<file path="src/rtl/decim_pkg.sv">
`default_nettype none
// ============================================================================
// Package  : decim_pkg
// Purpose  : Shared types and helpers for the multirate decimator:
//            - decim_mode_e   : pick / accumulate-and-dump selector
//            - cnt_width()    : width of the frame counter and factor fields
//            - shift_width()  : width of the accumulate-mode shift field
//            - sat_clamp()    : clamp a wide signed value to a signed range
// Revision : 1.0 - initial release
// ============================================================================
package decim_pkg;

    typedef enum logic {
        DECIM_PICK = 1'b0,
        DECIM_ACC  = 1'b1
    } decim_mode_e;

    // Width able to hold every factor value 0..max_factor.
    function automatic int cnt_width(input int max_factor);
        return $clog2(max_factor + 1);
    endfunction

    // Width able to express any shift of the widest accumulator.
    function automatic int shift_width(input int cw, input int dw);
        return $clog2(cw + dw);
    endfunction

    // Clamp v to the signed range of a dw-bit two's complement number.
    // Callers detect saturation by comparing the result against v.
    function automatic logic signed [63:0] sat_clamp(input logic signed [63:0] v,
                                                     input int dw);
        logic signed [63:0] hi;
        logic signed [63:0] lo;
        hi = (64'sd1 <<< (dw - 1)) - 64'sd1;
        lo = -(64'sd1 <<< (dw - 1));
        if (v > hi) begin
            return hi;
        end else if (v < lo) begin
            return lo;
        end
        return v;
    endfunction

endpackage : decim_pkg
`default_nettype wire

</file>
<file path="src/rtl/decim_channel.sv">
`default_nettype none
// ============================================================================
// Module   : decim_channel
// Purpose  : One decimator lane. Holds the accumulator / pick capture
//            register, the frame result register and the sticky
//            saturation flag for a single channel.
// Ports    : clk, rst_n     - clock, synchronous active-low reset
//            accept_i       - a sample is accepted this cycle
//            first_i        - current frame position is 0
//            pick_i         - current frame position equals the pick phase
//            last_i         - accepted sample closes the frame
//            mode_i         - pick or accumulate for the current frame
//            shift_i        - arithmetic right shift for accumulate results
//            din_i          - channel sample
//            dout_o         - registered frame result
//            sat_o          - sticky saturation indicator
// Revision : 1.0 - initial release
// ============================================================================
module decim_channel
    import decim_pkg::*;
#(
    parameter int DATA_WIDTH = 16,
    parameter int CW         = 5,
    parameter int SW         = 5
) (
    input  logic                  clk,
    input  logic                  rst_n,
    input  logic                  accept_i,
    input  logic                  first_i,
    input  logic                  pick_i,
    input  logic                  last_i,
    input  decim_mode_e           mode_i,
    input  logic [SW-1:0]         shift_i,
    input  logic [DATA_WIDTH-1:0] din_i,
    output logic [DATA_WIDTH-1:0] dout_o,
    output logic                  sat_o
);

    localparam int AW = DATA_WIDTH + CW;

    logic signed [AW-1:0]   acc_q;
    logic signed [AW-1:0]   acc_d;
    logic [DATA_WIDTH-1:0]  dout_q;
    logic                   sat_q;

    logic signed [AW-1:0]   w_sample;
    logic signed [AW-1:0]   w_shifted;
    logic signed [63:0]     w_wide;
    logic signed [63:0]     w_clamped;
    logic                   w_hit;
    logic [DATA_WIDTH-1:0]  w_result;

    assign w_sample = {{CW{din_i[DATA_WIDTH-1]}}, din_i};

    // The register doubles as accumulator (ACC) and capture latch (PICK);
    // the mode is fixed for the whole frame so the two uses never mix.
    always_comb begin
        acc_d = acc_q;
        if (accept_i) begin
            if (mode_i == DECIM_ACC) begin
                acc_d = first_i ? w_sample : acc_q + w_sample;
            end else if (pick_i) begin
                acc_d = w_sample;
            end
        end
    end

    // The frame result is taken from acc_d so the closing sample is included
    // without an extra cycle of latency.
    assign w_shifted = acc_d >>> shift_i;
    assign w_wide    = {{(64 - AW){w_shifted[AW-1]}}, w_shifted};
    assign w_clamped = sat_clamp(w_wide, DATA_WIDTH);
    assign w_hit     = (w_clamped != w_wide);
    assign w_result  = (mode_i == DECIM_ACC) ? w_clamped[DATA_WIDTH-1:0]
                                             : acc_d[DATA_WIDTH-1:0];

    always_ff @(posedge clk) begin
        if (!rst_n) begin
            acc_q  <= '0;
            dout_q <= '0;
            sat_q  <= 1'b0;
        end else begin
            acc_q <= acc_d;
            if (last_i) begin
                dout_q <= w_result;
                if ((mode_i == DECIM_ACC) && w_hit) begin
                    sat_q <= 1'b1;
                end
            end
        end
    end

    assign dout_o = dout_q;
    assign sat_o  = sat_q;

endmodule : decim_channel
`default_nettype wire

</file>
<file path="src/rtl/multirate_decimator.sv">
`default_nettype none
// ============================================================================
// Module   : multirate_decimator
// Purpose  : NUM_CH lock-step channels decimated by a runtime factor M,
//            either keeping one sample per frame (pick) or summing the frame
//            (accumulate-and-dump, shifted and saturated). Valid/ready on
//            both sides with a single output register.
// Ports    : clk, rst_n                 - clock, synchronous active-low reset
//            cfg_factor/mode/phase/shift - frame configuration, sampled at
//                                          the first sample of each frame
//            in_valid/in_ready/in_data  - input sample vector handshake
//            out_valid/out_ready/out_data - decimated vector handshake
//            sat_flag                   - sticky per-channel saturation
// Revision : 1.0 - initial release
// ============================================================================
module multirate_decimator
    import decim_pkg::*;
#(
    parameter  int DATA_WIDTH = 16,
    parameter  int NUM_CH     = 4,
    parameter  int MAX_FACTOR = 16,
    localparam int CW         = cnt_width(MAX_FACTOR),
    localparam int SW         = shift_width(CW, DATA_WIDTH)
) (
    input  logic                         clk,
    input  logic                         rst_n,
    input  logic [CW-1:0]                cfg_factor,
    input  logic                         cfg_mode,
    input  logic [CW-1:0]                cfg_phase,
    input  logic [SW-1:0]                cfg_shift,
    input  logic                         in_valid,
    output logic                         in_ready,
    input  logic [NUM_CH*DATA_WIDTH-1:0] in_data,
    output logic                         out_valid,
    input  logic                         out_ready,
    output logic [NUM_CH*DATA_WIDTH-1:0] out_data,
    output logic [NUM_CH-1:0]            sat_flag
);

    logic [CW-1:0]  cnt_q;
    logic [CW-1:0]  cnt_d;
    logic           out_valid_q;
    logic           out_valid_d;
    logic [CW-1:0]  sh_factor_q;
    logic [CW-1:0]  sh_phase_q;
    decim_mode_e    sh_mode_q;
    logic [SW-1:0]  sh_shift_q;

    logic [CW-1:0]  w_live_factor;
    logic [CW-1:0]  w_live_phase;
    logic [CW-1:0]  w_factor;
    logic [CW-1:0]  w_phase;
    decim_mode_e    w_mode;
    logic [SW-1:0]  w_shift;
    logic           w_first;
    logic           w_accept;
    logic           w_last;
    logic           w_pick;

    // Sanitised view of the live configuration inputs.
    always_comb begin
        w_live_factor = cfg_factor;
        if (cfg_factor == '0) begin
            w_live_factor = CW'(1);
        end else if (cfg_factor > CW'(MAX_FACTOR)) begin
            w_live_factor = CW'(MAX_FACTOR);
        end
        w_live_phase = (cfg_phase >= w_live_factor) ? (w_live_factor - CW'(1))
                                                     : cfg_phase;
    end

    // At position 0 the frame is defined by the live inputs (they are being
    // latched on this very acceptance); afterwards the shadow copy rules.
    assign w_first  = (cnt_q == '0);
    assign w_factor = w_first ? w_live_factor : sh_factor_q;
    assign w_phase  = w_first ? w_live_phase  : sh_phase_q;
    assign w_mode   = w_first ? decim_mode_e'(cfg_mode) : sh_mode_q;
    assign w_shift  = w_first ? cfg_shift     : sh_shift_q;

    assign in_ready = rst_n && (!out_valid_q || out_ready);
    assign w_accept = in_valid && in_ready;
    assign w_last   = w_accept && (cnt_q == (w_factor - CW'(1)));
    assign w_pick   = (cnt_q == w_phase);

    always_comb begin
        cnt_d = cnt_q;
        if (w_accept) begin
            cnt_d = w_last ? '0 : cnt_q + CW'(1);
        end
    end

    // A new result may land in the same cycle the old one is consumed.
    always_comb begin
        out_valid_d = out_valid_q;
        if (w_last) begin
            out_valid_d = 1'b1;
        end else if (out_ready) begin
            out_valid_d = 1'b0;
        end
    end

    always_ff @(posedge clk) begin
        if (!rst_n) begin
            cnt_q       <= '0;
            out_valid_q <= 1'b0;
            sh_factor_q <= CW'(1);
            sh_phase_q  <= '0;
            sh_mode_q   <= DECIM_PICK;
            sh_shift_q  <= '0;
        end else begin
            cnt_q       <= cnt_d;
            out_valid_q <= out_valid_d;
            if (w_accept && w_first) begin
                sh_factor_q <= w_live_factor;
                sh_phase_q  <= w_live_phase;
                sh_mode_q   <= decim_mode_e'(cfg_mode);
                sh_shift_q  <= cfg_shift;
            end
        end
    end

    assign out_valid = out_valid_q;

    for (genvar g = 0; g < NUM_CH; g++) begin : g_ch
        decim_channel #(
            .DATA_WIDTH (DATA_WIDTH),
            .CW         (CW),
            .SW         (SW)
        ) u_ch (
            .clk      (clk),
            .rst_n    (rst_n),
            .accept_i (w_accept),
            .first_i  (w_first),
            .pick_i   (w_pick),
            .last_i   (w_last),
            .mode_i   (w_mode),
            .shift_i  (w_shift),
            .din_i    (in_data[g*DATA_WIDTH +: DATA_WIDTH]),
            .dout_o   (out_data[g*DATA_WIDTH +: DATA_WIDTH]),
            .sat_o    (sat_flag[g])
        );
    end

endmodule : multirate_decimator
`default_nettype wire
</file>
<file path="config.mk">
export PLATFORM = sky130hd
export DESIGN_NAME = multirate_decimator
export DESIGN_NICKNAME = d
export VERILOG_FILES = /design/src/rtl/decim_pkg.sv /design/src/rtl/decim_channel.sv /design/src/rtl/multirate_decimator.sv
export SDC_FILE = /design/constraint.sdc
export NUM_CORES = 1
export LEC_CHECK = 0
export BUFFER_PORTS_ARGS = -buffer_cell sky130_fd_sc_hd__buf_4
export CAP_MARGIN = 0
export CELL_PAD_IN_SITES_DETAIL_PLACEMENT = 0
export CELL_PAD_IN_SITES_GLOBAL_PLACEMENT = 2
export CORE_MARGIN = 1.5
export CORE_UTILIZATION = 39
export CTS_BUF_LIST = sky130_fd_sc_hd__clkbuf_8
export DETAILED_ROUTE_END_ITERATION = 16
export GPL_TIMING_DRIVEN = 0
export PLACE_DENSITY = 0.86
export SYNTH_ARGS = -nofsm -noshare
export SYNTH_HDL_FRONTEND = slang
export SYNTH_SLANG_ARGS = --single-unit
</file>
<file path="constraint.sdc">
create_clock -name clk -period 8.6 [get_ports clk]
set_clock_uncertainty 0.2 [all_clocks]
set_input_delay 0.43 -clock clk [delete_from_list [all_inputs] [get_ports clk]]
set_output_delay 0.43 -clock clk [all_outputs]
set_load 0.01 [all_outputs]
</file>
# Word-level counts from Yosys, hierarchy flattened

Index checks and enable logic that the tools add are counted.

Flip-flop bits (word level): 174
Output and inout port bits: 70
Word-level logic and storage cells: 112

$add $sub $neg: 7
$lt $le $gt $ge: 10
Eq/ne operators: 6
Shifts and indexed selects: 4
Muxes and demuxes: 50
Reductions and logical operators: 17

Operator list:

| cell                                                             | number |
|---|---|
| 2-to-1 mux 64 bit                                                | 12 |
| 2-to-1 mux 21 bit                                                | 16 |
| inequality test 64 x 21 -> 1 bit                                 | 4 |
| adder 21 x 16 -> 21 bit                                          | 4 |
| greater-than comparator 21 x 16 -> 1 bit (second input constant) | 4 |
| < comparator 21 x 16 -> 1 bit (second input constant)            | 4 |
| >>> shifter 21 x 5 -> 21 bit                                     | 4 |
| 2-to-1 mux 16 bit                                                | 4 |
| 2-to-1 mux 5 bit                                                 | 7 |
| 2-to-1 mux 1 bit                                                 | 11 |
| equality test 5 bit                                              | 2 |
| logical NOT 5 bit                                                | 2 |
| subtractor 5 x 1 -> 5 bit (second input constant)                | 2 |
| logical AND 1 bit                                                | 8 |
| AND reduction 2 bit                                              | 4 |
| adder 5 x 1 -> 5 bit (second input constant)                     | 1 |
| >= comparator 5 bit                                              | 1 |
| greater-than comparator 5 bit (second input constant)            | 1 |
| nonzero test 2 bit                                               | 1 |
| logical NOT 1 bit                                                | 1 |
| logical OR 1 bit                                                 | 1 |

# Longest topological paths before layout

Gate-level depths: netlist of the first run.

Depth after elaboration: 18
Depth in mapped cells: 23
Mapped depth without buffers: 18

# Hierarchy

From an unflattened synthesis of the first run, not the netlist that was laid out.

Cells, all modules: 2904
Area total of the unflattened synthesis: 21415.5 um^2

Modules (own cells, without submodules):

| module                            | instances | cells each | area each (um^2) | sequential area each (um^2) |
|---|---|---|---|---|
| decim_channel at g_ch[0].u_ch ... | 2         | 642        | 4842.1           | 760.7 |
| decim_channel at g_ch[3].u_ch     | 1         | 715        | 5118.7           | 760.7 |
| decim_channel at g_ch[2].u_ch     | 1         | 685        | 4987.3           | 760.7 |
| multirate_decimator               | 1         | 220        | 1625.3           | 440.4 |

# Worst setup path after synthesis of the first run

Ideal clock, no wire load.

Path type: in2reg
From: input cfg_factor[3]
To: register g_ch[2].u_ch.dout_q[0]
Setup time: 0.118 ns
Data arrival time: 5.118 ns
Required time: 8.282 ns
Setup slack: 3.164 ns
Stages on the path: 20
Path buffers: 2
Cell sequence: nor3_1 > o21ai_1 > inv_1 > ha_1 > nor2b_1 > o21a_1 > o21ai_1 > mux2_2 > o32a_1 > or4_1 > buf_2 > o22a_1 > o211a_2 > mux4_2 > o41a_1 > o31ai_4 > buf_6 > o31ai_1 > a221oi_2 > nor2_1

Cells in the longest elaborated chain, start to end: 16
Elaborated cells between the ends (all ways): 24
Classes of those cells: add/sub (2); order compare (4); eq/ne (2); shift (1); mux (13); reduce/logical (2)

RTL lines:

| what                                                                    | RTL line                  | RTL |
|---|---|---|
| start, declared                                                         | multirate_decimator.sv:27 | `input logic [CW-1:0] cfg_factor,` |
| greater-than comparator 5 bit                                           | multirate_decimator.sv:65 | `end else if (cfg_factor > CW'(MAX_FACTOR)) begin` |
| 2-to-1 mux 5 bit                                                        | multirate_decimator.sv:65 |  |
| 2-to-1 mux 5 bit *                                                      | multirate_decimator.sv:63 | `if (cfg_factor == '0) begin` |
| net w_live_factor[0]                                                    | multirate_decimator.sv:49 | `logic [CW-1:0] w_live_factor;` |
| subtractor 5 x 1 -> 5 bit / >= comparator 5 bit (equally long branches) | multirate_decimator.sv:68 | `w_live_phase = (cfg_phase >= w_live_factor) ? (w_live_factor - CW'(1))` |
| 2-to-1 mux 5 bit                                                        | multirate_decimator.sv:68 |  |
| 2-to-1 mux 5 bit                                                        | multirate_decimator.sv:76 | `assign w_phase = w_first ? w_live_phase : sh_phase_q;` |
| equality test 5 bit                                                     | multirate_decimator.sv:83 | `assign w_pick = (cnt_q == w_phase);` |
| 2-to-1 mux 21 bit                                                       | decim_channel.sv:62       | `end else if (pick_i) begin` |
| 2-to-1 mux 21 bit                                                       | decim_channel.sv:60       | `if (mode_i == DECIM_ACC) begin` |
| 2-to-1 mux 21 bit                                                       | decim_channel.sv:59       | `if (accept_i) begin` |
| >>> shifter 21 x 5 -> 21 bit                                            | decim_channel.sv:70       | `assign w_shifted = acc_d >>> shift_i;` |
| < comparator 21 x 16 -> 1 bit                                           | decim_pkg.sv:38           | `end else if (v < lo) begin` |
| 2-to-1 mux 1 bit                                                        | decim_pkg.sv:38           |  |
| 2-to-1 mux 1 bit                                                        | decim_pkg.sv:36           | `if (v > hi) begin` |
| 2-to-1 mux 64 bit                                                       | decim_pkg.sv:41           | `return v;` |
| 2-to-1 mux 16 bit                                                       | decim_channel.sv:74       | `assign w_result = (mode_i == DECIM_ACC) ? w_clamped[DATA_WIDTH-1:0]` |
| end signal, assigned                                                    | decim_channel.sv:85       | `dout_q <= w_result;` |
| end, declared                                                           | decim_channel.sv:43       | `logic [DATA_WIDTH-1:0] dout_q;` |

Mark *: on every way through the listed nets, which the timed path passes. The rest lies on a longest branch.
A chain may end at the register's enable or synchronous reset.

# Final worst setup path of the first run

From: register cnt_q[0]
To: register g_ch[2].u_ch.dout_q[8]

Cells in the longest elaborated chain, start to end: 12
Elaborated cells between the ends (all ways): 21
Classes of those cells: add/sub (1); order compare (2); eq/ne (2); shift (1); mux (13); reduce/logical (2)

RTL lines:

| what                          | RTL line                   | RTL |
|---|---|---|
| start, declared               | multirate_decimator.sv:40  | `logic [CW-1:0] cnt_q;` |
| start signal, assigned        | multirate_decimator.sv:111 | `cnt_q <= cnt_d;` |
| logical NOT 5 bit             | multirate_decimator.sv:74  | `assign w_first = (cnt_q == '0);` |
| 2-to-1 mux 5 bit              | multirate_decimator.sv:76  |  |
| equality test 5 bit           | multirate_decimator.sv:83  |  |
| 2-to-1 mux 21 bit             | decim_channel.sv:62        |  |
| 2-to-1 mux 21 bit             | decim_channel.sv:60        |  |
| 2-to-1 mux 21 bit             | decim_channel.sv:59        |  |
| >>> shifter 21 x 5 -> 21 bit  | decim_channel.sv:70        |  |
| < comparator 21 x 16 -> 1 bit | decim_pkg.sv:38            |  |
| 2-to-1 mux 1 bit              | decim_pkg.sv:38            |  |
| 2-to-1 mux 1 bit              | decim_pkg.sv:36            |  |
| 2-to-1 mux 64 bit             | decim_pkg.sv:41            |  |
| 2-to-1 mux 16 bit             | decim_channel.sv:74        |  |

Parallel ways exist; a longest one is shown, timed or not.

==> impl_metrics.csv, run 1 <==
group,metric,value,unit
outcome,status,"complete, but fails checks",
outcome,violations,"capacitance limit, slew limit",
power,combPwrFrac,0.477,
worst_hold_path,worst_hold_path_type,"in2reg",
timing,setup_repair_after_global_routing_missed_its_margin,"no",
clock_network,clkSlewWorstSetupHoldPaths,0.09,ns
global_routing,globalRouteMet1Util,0.542,
die,die_area,44800,µm²
logic_synthesis,synth_nets,2513,
clock_network,clock_path_buffers,2,
timing,slew_at_the_pin_closest_to_its_max_slew_limit,1.56,ns
global_routing,global_route.peak_usage_layer,"met2",
flow_run,cap_violations,2,
final_layout,final_design_area_no_fill,19400,µm²
worst_setup_path,regToRegSetupSlack,0.16,ns
route,drtIter0Drc,2753,
placement,detailedPlace.worstSlack,-0.173,ns
global_routing,number_of_antenna_violations_at_the_first_check_in_global_routing,1,
final_layout,highest_count_cells_in_the_layout_ignoring_fill_and_taps,"nand2_1, nor2_1, a21oi_1",
worst_setup_path,crit_end,"g_ch[2].u_ch.dout_o[8]$_SDFFE_PN0P_",
timing,fmaxAchievable,118,MHz
clock_network,cts_sinks,174,
route,routed_wirelength,98700,µm
global_routing,grt_pass1_wl,138000,µm
final_layout,design.final.nets,2699,
clock_network,worstSkewPairLatency,0.60,ns
route,remaining_drc_errors,0,
die,initial_utilization,0.395,
power,powerDensity,150,nW/µm²
global_routing,first_global_vias,20000,
final_layout,synthToLayoutAreaGrowth,14.4,%
worst_setup_path,timing.setup.critical_path_class,"reg2reg",
power,leakage,0.00777,µW
logic_synthesis,synth-edff-count,0,
global_routing,groute.layer.met3.usage,0.109,
timing,worst_slew_margin_rel,-0.0516,
worst_setup_path,setup.worst_path.end_class,"flip-flop",
global_routing,gr-usage-all-layers,0.434,
placement,port_buffers,152,
worst_setup_path,critical_path.reg2reg.endpoint,"g_ch[2].u_ch.dout_o[8]$_SDFFE_PN0P_",
logic_synthesis,synth.yosys.warnings,0,
placement,cell_area_after_placement,18800,µm²
final_layout,n_fill_cell,4490,
worst_setup_path,arrival_time_at_the_worst_endpoint,8.76,ns
worst_hold_path,holdCritStartpoint,"cfg_phase[2]",
route,detail_route.vias_per_cell,6.89,
global_routing,grt_max_degree,17,
clock_network,cts-root-buf,"clkbuf_8",
logic_synthesis,number_of_different_library_cells_in_the_post_synthesis_netlist,89,
power,power.share.switching,0.464,
worst_setup_path,cp-startpoint,"cnt_q[0]$_SDFFE_PN0P_",
logic_synthesis,syn_avg_cell_area,7.27,µm²
power,power.clock.fraction,0.225,
worst_setup_path,timing.reg2reg.worst_path_depth,23,
logic_synthesis,synth_seq_area_share,0.205,
logic_synthesis,netlist_instances,2336,
final_layout,layout-drive-gt1-share,0.112,
clock_network,tritoncts.num_buffers,17,
die,placementRows,76,
placement,detailed_placement_hpwl,77900,µm
route,wire_per_inst,31.6,µm
worst_setup_path,worst_setup_path_start_kind,"flip-flop",
final_layout,fraction_of_the_core_area_covered_by_cells_at_the_end_of_the_flow,0.452,
logic_synthesis,synthArstFlopShare,0,
logic_synthesis,post_synth_design_cell_area,17000,µm²
timing,min_period,8.44,ns
global_routing,globalRouteMet2Util,0.657,
route,detailedRoute.firstPassIterationCount,9,
clock_network,h-tree-depth,4,
die,ioPinCount,154,
power,design_power_total,2910,µW
logic_synthesis,netlist.area_leader.share,0.205,
final_layout,layout_commonest_cell,"nand2_1",
timing,fin_hold_ws,0.0310,ns
worst_setup_path,r2r_start,"cnt_q[0]$_SDFFE_PN0P_",
worst_setup_path,timing.critical_path.required,8.92,ns
power,cell_int_power,1560,µW
die,die_x,212,µm
die,dieHeight,212,µm
placement,gpl.final_weighted_congestion,1.08,
logic_synthesis,yosys-top-cells-area,"dfxtp_1, a21oi_1, ha_1, nand2_1, nor2_1",
timing,fin_ws,0.159,ns
logic_synthesis,ys.flop_type,"dfxtp_1",
global_routing,grt-ovfl-total,0,
timing,report.final.hold_viol_count,0,
power,power_switching,1350,µW
timing,setup_violations,0,
die,core,43000,µm²
timing,final.period_utilization,0.981,
logic_synthesis,synth_seq_cells,174,
worst_setup_path,critical_path.max_fanout,10,
timing,timing.final.max_slew_violations,10,
power,peakVddDrop,0.111,mV
logic_synthesis,synthDominantAreaCellType,"dfxtp_1",
route,route.vias.total,21500,
clock_network,postCtsSetupBuffers,0,
clock_network,cts_tree,"done",
power,share_seq_of_total_power,0.297,
route,drt.antenna.violating_nets,0,
[synthesized netlist by cell type, types with 10 or more instances]
cell and number:
nand2_1 279, nor2_1 235, a21oi_1 224, dfxtp_1 174
o21ai_0 159, clkbuf_1 127, ha_1 89, mux2i_1 79
and2_1 72, nor3_1 65, a211oi_1 55, nand3_1 53
o211ai_1 47, o22ai_1 42, a21o_1 41, xor2_1 39
o221a_2 37, inv_1 35, a31oi_1 34, o221ai_1 26
xnor2_1 22, a22oi_1 20, buf_1 20, a2111oi_0 18
o31ai_1 18, o21a_1 17, a221oi_1 16, nand4_1 16
and3_1 14, mux2_2 13, nand2b_1 13, a221o_1 12
or3_1 12, o21bai_1 11, a211o_1 10
[power groups by stage]
stage	logic (µW)	clock network (µW)	registers [µW]
4_1_cts	1320	660	863
2_1_floorplan	797	0	877
3_3_place_gp	1300	0	881
6_report	1390	655	864
3_5_place_dp	1310	0	882
5_1_grt	1430	689	867
[worst max-delay path, stage by stage, from the launching register on]
cell and delay (ns):
dfxtp_1 0.34, clkbuf_1 0.38, inv_1 0.10, ha_1 0.23, or4b_1 0.16, buf_2 0.21, clkbuf_1 0.59, clkbuf_1 0.65
clkbuf_1 0.78, clkbuf_1 0.77, nor2_1 0.08, a21oi_1 0.23, ha_1 0.27, nand3b_1 0.09, o211ai_1 0.10, o21ai_0 0.10
o21ai_0 0.30, and4_1 0.25, clkbuf_1 0.52, nand2_1 0.36, clkbuf_1 0.62, a21oi_1 0.72, a21oi_1 0.10, o22ai_1 0.17
[per-stage QoR]
step                      cells  TNS [ns]
after global routing       3119         0
final                      3121         0
after detailed placement   3073    -0.198
after global placement     3073    -0.130
after floorplan            2336         0
after CTS                  3118         0
[state kept, by name, summed over array words and instances, names as in the netlist]
name,flops
g_ch.u_ch.dout_o,64
cnt_q,5
sh_factor_q,5
out_valid,1
sh_mode_q,1
g_ch.u_ch.acc_q,84
sh_phase_q,5
g_ch.u_ch.sat_o,4
sh_shift_q,5
[final cells by class]
cell class	count	area [µm²]	share of cell area
sequential	174	3480	0.179
buffer	161	638	0.0329
multi-input combinational	1966	12700	0.656
clock inverter	12	145	0.00748
antenna	2	5.00	0.000258
tap	585	732	0.0377
timing repair buffer	167	1290	0.0663
clock buffer	19	262	0.0135
inverter	35	131	0.00677
[cell families after synthesis]
| family | synth area share |
|---|---|
| xor+xnor | 0.0315 |
| mux | 0.0627 |
| flops | 0.205 |
| compound gates | 0.365 |
| fa+ha+maj | 0.0703 |
| simple gates | 0.220 |
| buf+inv | 0.0453 |
[worst min path at each step]
stage	cells after the start	to	slack [ns]
2_1_floorplan	2	g_ch[1].u_ch.sat_o$_SDFFE_PN0P_	0.23
3_5_place_dp	2	g_ch[1].u_ch.sat_o$_SDFFE_PN0P_	0.25
5_1_grt	3	sh_phase_q[2]$_SDFFE_PN0P_	0.07
3_3_place_gp	2	g_ch[1].u_ch.sat_o$_SDFFE_PN0P_	0.24
4_1_cts	3	sh_phase_q[2]$_SDFFE_PN0P_	0.003
6_report	3	sh_phase_q[2]$_SDFFE_PN0P_	0.03
[repair_timing]
| item | 4_1_cts | 5_1_grt |
|---|---|---|
| endpoints found under the hold margin | 14 | 0 |
| hold buffers | 14 | 0 |
| endpoints found under the setup margin | 0 | 4 |
| gates resized for setup | 0 | 2 |
[routing by layer]
metal | wire [µm] | vias up
met4 | 7590 | 4
li1 | - | 9243
met5 | 25 | -
met2 | 41900 | 1497
met3 | 10700 | 351
met1 | 38500 | 10400
(Power assumes the default switching activity.)
==> run 2, diff against run 1 <==
clock period = 10.79 ns   (was 8.6 ns; I/O delays follow)
==> impl_metrics.csv, run 2 (same netlist as run 1, synthesis figures left out) <==
group,metric,value,unit
worst_setup_path,critical_path.reg2reg.endpoint,"g_ch[1].u_ch.sat_o$_SDFFE_PN0P_",
global_routing,gr-usage-all-layers,0.433,
worst_hold_path,worst_hold_path_type,"in2reg",
route,routed_wirelength,98300,µm
clock_network,h-tree-depth,4,
flow_run,cap_violations,2,
route,detailedRoute.firstPassIterationCount,6,
timing,report.final.hold_viol_count,0,
final_layout,design.final.nets,2691,
route,drt.antenna.violating_nets,0,
global_routing,first_global_vias,20000,
worst_setup_path,r2r_start,"cnt_q[0]$_SDFFE_PN0P_",
route,wire_per_inst,31.6,µm
global_routing,grt-ovfl-total,0,
final_layout,layout_commonest_cell,"nand2_1",
worst_setup_path,setup.worst_path.end_class,"flip-flop",
clock_network,clock_path_buffers,2,
final_layout,n_fill_cell,4497,
worst_setup_path,regToRegSetupSlack,2.28,ns
worst_hold_path,worst_hold_path.num_cells,3,
power,power.clock.fraction,0.226,
clock_network,clkSlewWorstSetupHoldPaths,0.10,ns
timing,final.period_utilization,0.857,
final_layout,largest_register_ff_count,84,
power,powerDensity,120,nW/µm²
clock_network,cts_sinks,174,
placement,detailed_placement_hpwl,77900,µm
die,die_area,44800,µm²
die,ioPinCount,154,
power,leakage,0.00774,µW
timing,worst_slew_margin_rel,-0.0417,
worst_setup_path,critical_path.max_fanout,10,
power,peakVddDrop,0.0887,mV
route,remaining_drc_errors,0,
placement,gpl.final_weighted_congestion,1.08,
timing,min_period,9.25,ns
timing,fmaxAchievable,108,MHz
worst_setup_path,worst_setup_path_start_kind,"primary input",
final_layout,synthToLayoutAreaGrowth,13.8,%
route,detail_route.vias_per_cell,6.89,
die,placementRows,76,
worst_setup_path,timing.setup.critical_path_class,"in2reg",
worst_setup_path,timing.critical_path.required,11.08,ns
power,power.share.switching,0.464,
final_layout,layout-drive-gt1-share,0.111,
final_layout,max_flop_register,"g_ch.u_ch.acc_q",
clock_network,cts-root-buf,"clkbuf_8",
timing,timing.final.max_slew_violations,12,
power,power_switching,1070,µW
timing,setup_violations,0,
die,core,43000,µm²
worst_hold_path,holdCritStartpoint,"in_data[50]",
route,drtIter0Drc,2776,
clock_network,tritoncts.num_buffers,17,
power,share_seq_of_total_power,0.298,
global_routing,grt_max_degree,17,
global_routing,grt_pass1_wl,138000,µm
die,die_x,212,µm
timing,setup_repair_after_global_routing_missed_its_margin,"no",
clock_network,cts_resized,0,
die,initial_utilization,0.395,
clock_network,cts_tree,"done",
worst_setup_path,timing.reg2reg.worst_path_depth,17,
timing,fin_setup_tns,0,ns
clock_network,worstSkewPairLatency,0.60,ns
final_layout,highest_count_cells_in_the_layout_ignoring_fill_and_taps,"nand2_1, nor2_1, a21oi_1",
worst_hold_path,worst_hold_path.endpoint,"g_ch[3].u_ch.acc_q[2]$_SDFF_PN0_",
route,route.vias.total,21400,
worst_setup_path,arrival_time_at_the_worst_endpoint,9.54,ns
power,combPwrFrac,0.476,
outcome,status,"complete, but fails checks",
global_routing,number_of_antenna_violations_at_the_first_check_in_global_routing,1,
die,dieHeight,212,µm
outcome,violations,"capacitance limit, slew limit",
final_layout,fraction_of_the_core_area_covered_by_cells_at_the_end_of_the_flow,0.449,
power,cell_int_power,1240,µW
placement,port_buffers,152,
timing,slew_at_the_pin_closest_to_its_max_slew_limit,1.55,ns
[run 2: what timing repair did]
action / 4_1_cts / 5_1_grt
hold buffers: 6 / 0
buffers inserted: 0 / 0
endpoints found under the hold margin: 6 / 0
[run 2: power groups by stage]
stage / combinational, µW / clock, µW / sequential [µW]
floorplan: 635 / 0 / 699
finish: 1100 / 523 / 689
CTS: 1050 / 526 / 688
detailed placement: 1040 / 0 / 703
global placement: 1040 / 0 / 702
global route: 1140 / 549 / 691
[run 2: critical path, stage by stage]
cell and delay (ns):
dlygate4sd3_1 0.54, buf_4 0.13, inv_1 0.09, o21ai_1 0.34, inv_1 0.10, ha_1 0.30
nor2b_1 0.05, o21a_1 0.20, o21ai_1 0.54, mux2_2 0.45, o32ai_1 0.94, a31oi_1 0.66
nor2_1 0.86, buf_2 0.49, buf_1 0.71, a2bb2oi_1 0.72, mux2i_1 0.22, mux2i_1 0.25
nor2_1 0.06, a2111oi_0 0.83, a2111oi_0 0.19, a211oi_1 0.30
[run 2: per-layer routing]
layer	vias up	wire length [µm]	share of wire	GRT usage
li1	9232	-	-	-
met1	10400	38600	0.39	0.542
met2	1448	41800	0.43	0.655
met3	346	10400	0.11	0.109
met4	4	7440	0.076	0.295
met5	-	25	0.00025	0
[run 2: layout make-up]
cell class                      instances  area [µm²]  share of cell area
Multi-Input combinational cell       1966       12700               0.658
Tap cell                              585         732              0.0379
Sequential cell                       174        3480               0.180
Antenna cell                            1        2.50            0.000130
Inverter                               35         131             0.00680
Timing Repair Buffer                  159        1210              0.0624
Clock inverter                         12         145             0.00751
Clock buffer                           19         262              0.0135
Buffer                                161         638              0.0330
[run 2: worst max-delay path by stage]
stage                             start                                   to  slack (ns)  cells past startpoint
final                     cfg_factor[4]  g_ch[3].u_ch.dout_o[2]$_SDFFE_PN0P_        1.54                     22
after global routing      cfg_factor[4]  g_ch[3].u_ch.dout_o[2]$_SDFFE_PN0P_        1.59                     22
after CTS                 cfg_factor[4]  g_ch[3].u_ch.dout_o[2]$_SDFFE_PN0P_        2.11                     22
after detailed placement  cfg_factor[2]  g_ch[3].u_ch.dout_o[2]$_SDFFE_PN0P_        1.91                     21
after global placement    cfg_factor[2]  g_ch[3].u_ch.dout_o[2]$_SDFFE_PN0P_        1.95                     21
after floorplan           cfg_factor[3]  g_ch[2].u_ch.dout_o[0]$_SDFFE_PN0P_        5.24                     20
[run 2: per-stage QoR]
stage	instances	hold WS [ns]	power [µW]	worst slack (ns)	cell area, µm²
2_1_floorplan	2336	0.226	1330	5.24	17000
3_3_place_gp	3073	0.241	1740	1.95	18800
3_5_place_dp	3073	0.247	1740	1.91	18800
4_1_cts	3110	0.0110	2260	2.11	19300
5_1_grt	3111	0.0792	2380	1.59	19300
6_report	3112	0.0489	2310	1.54	19300
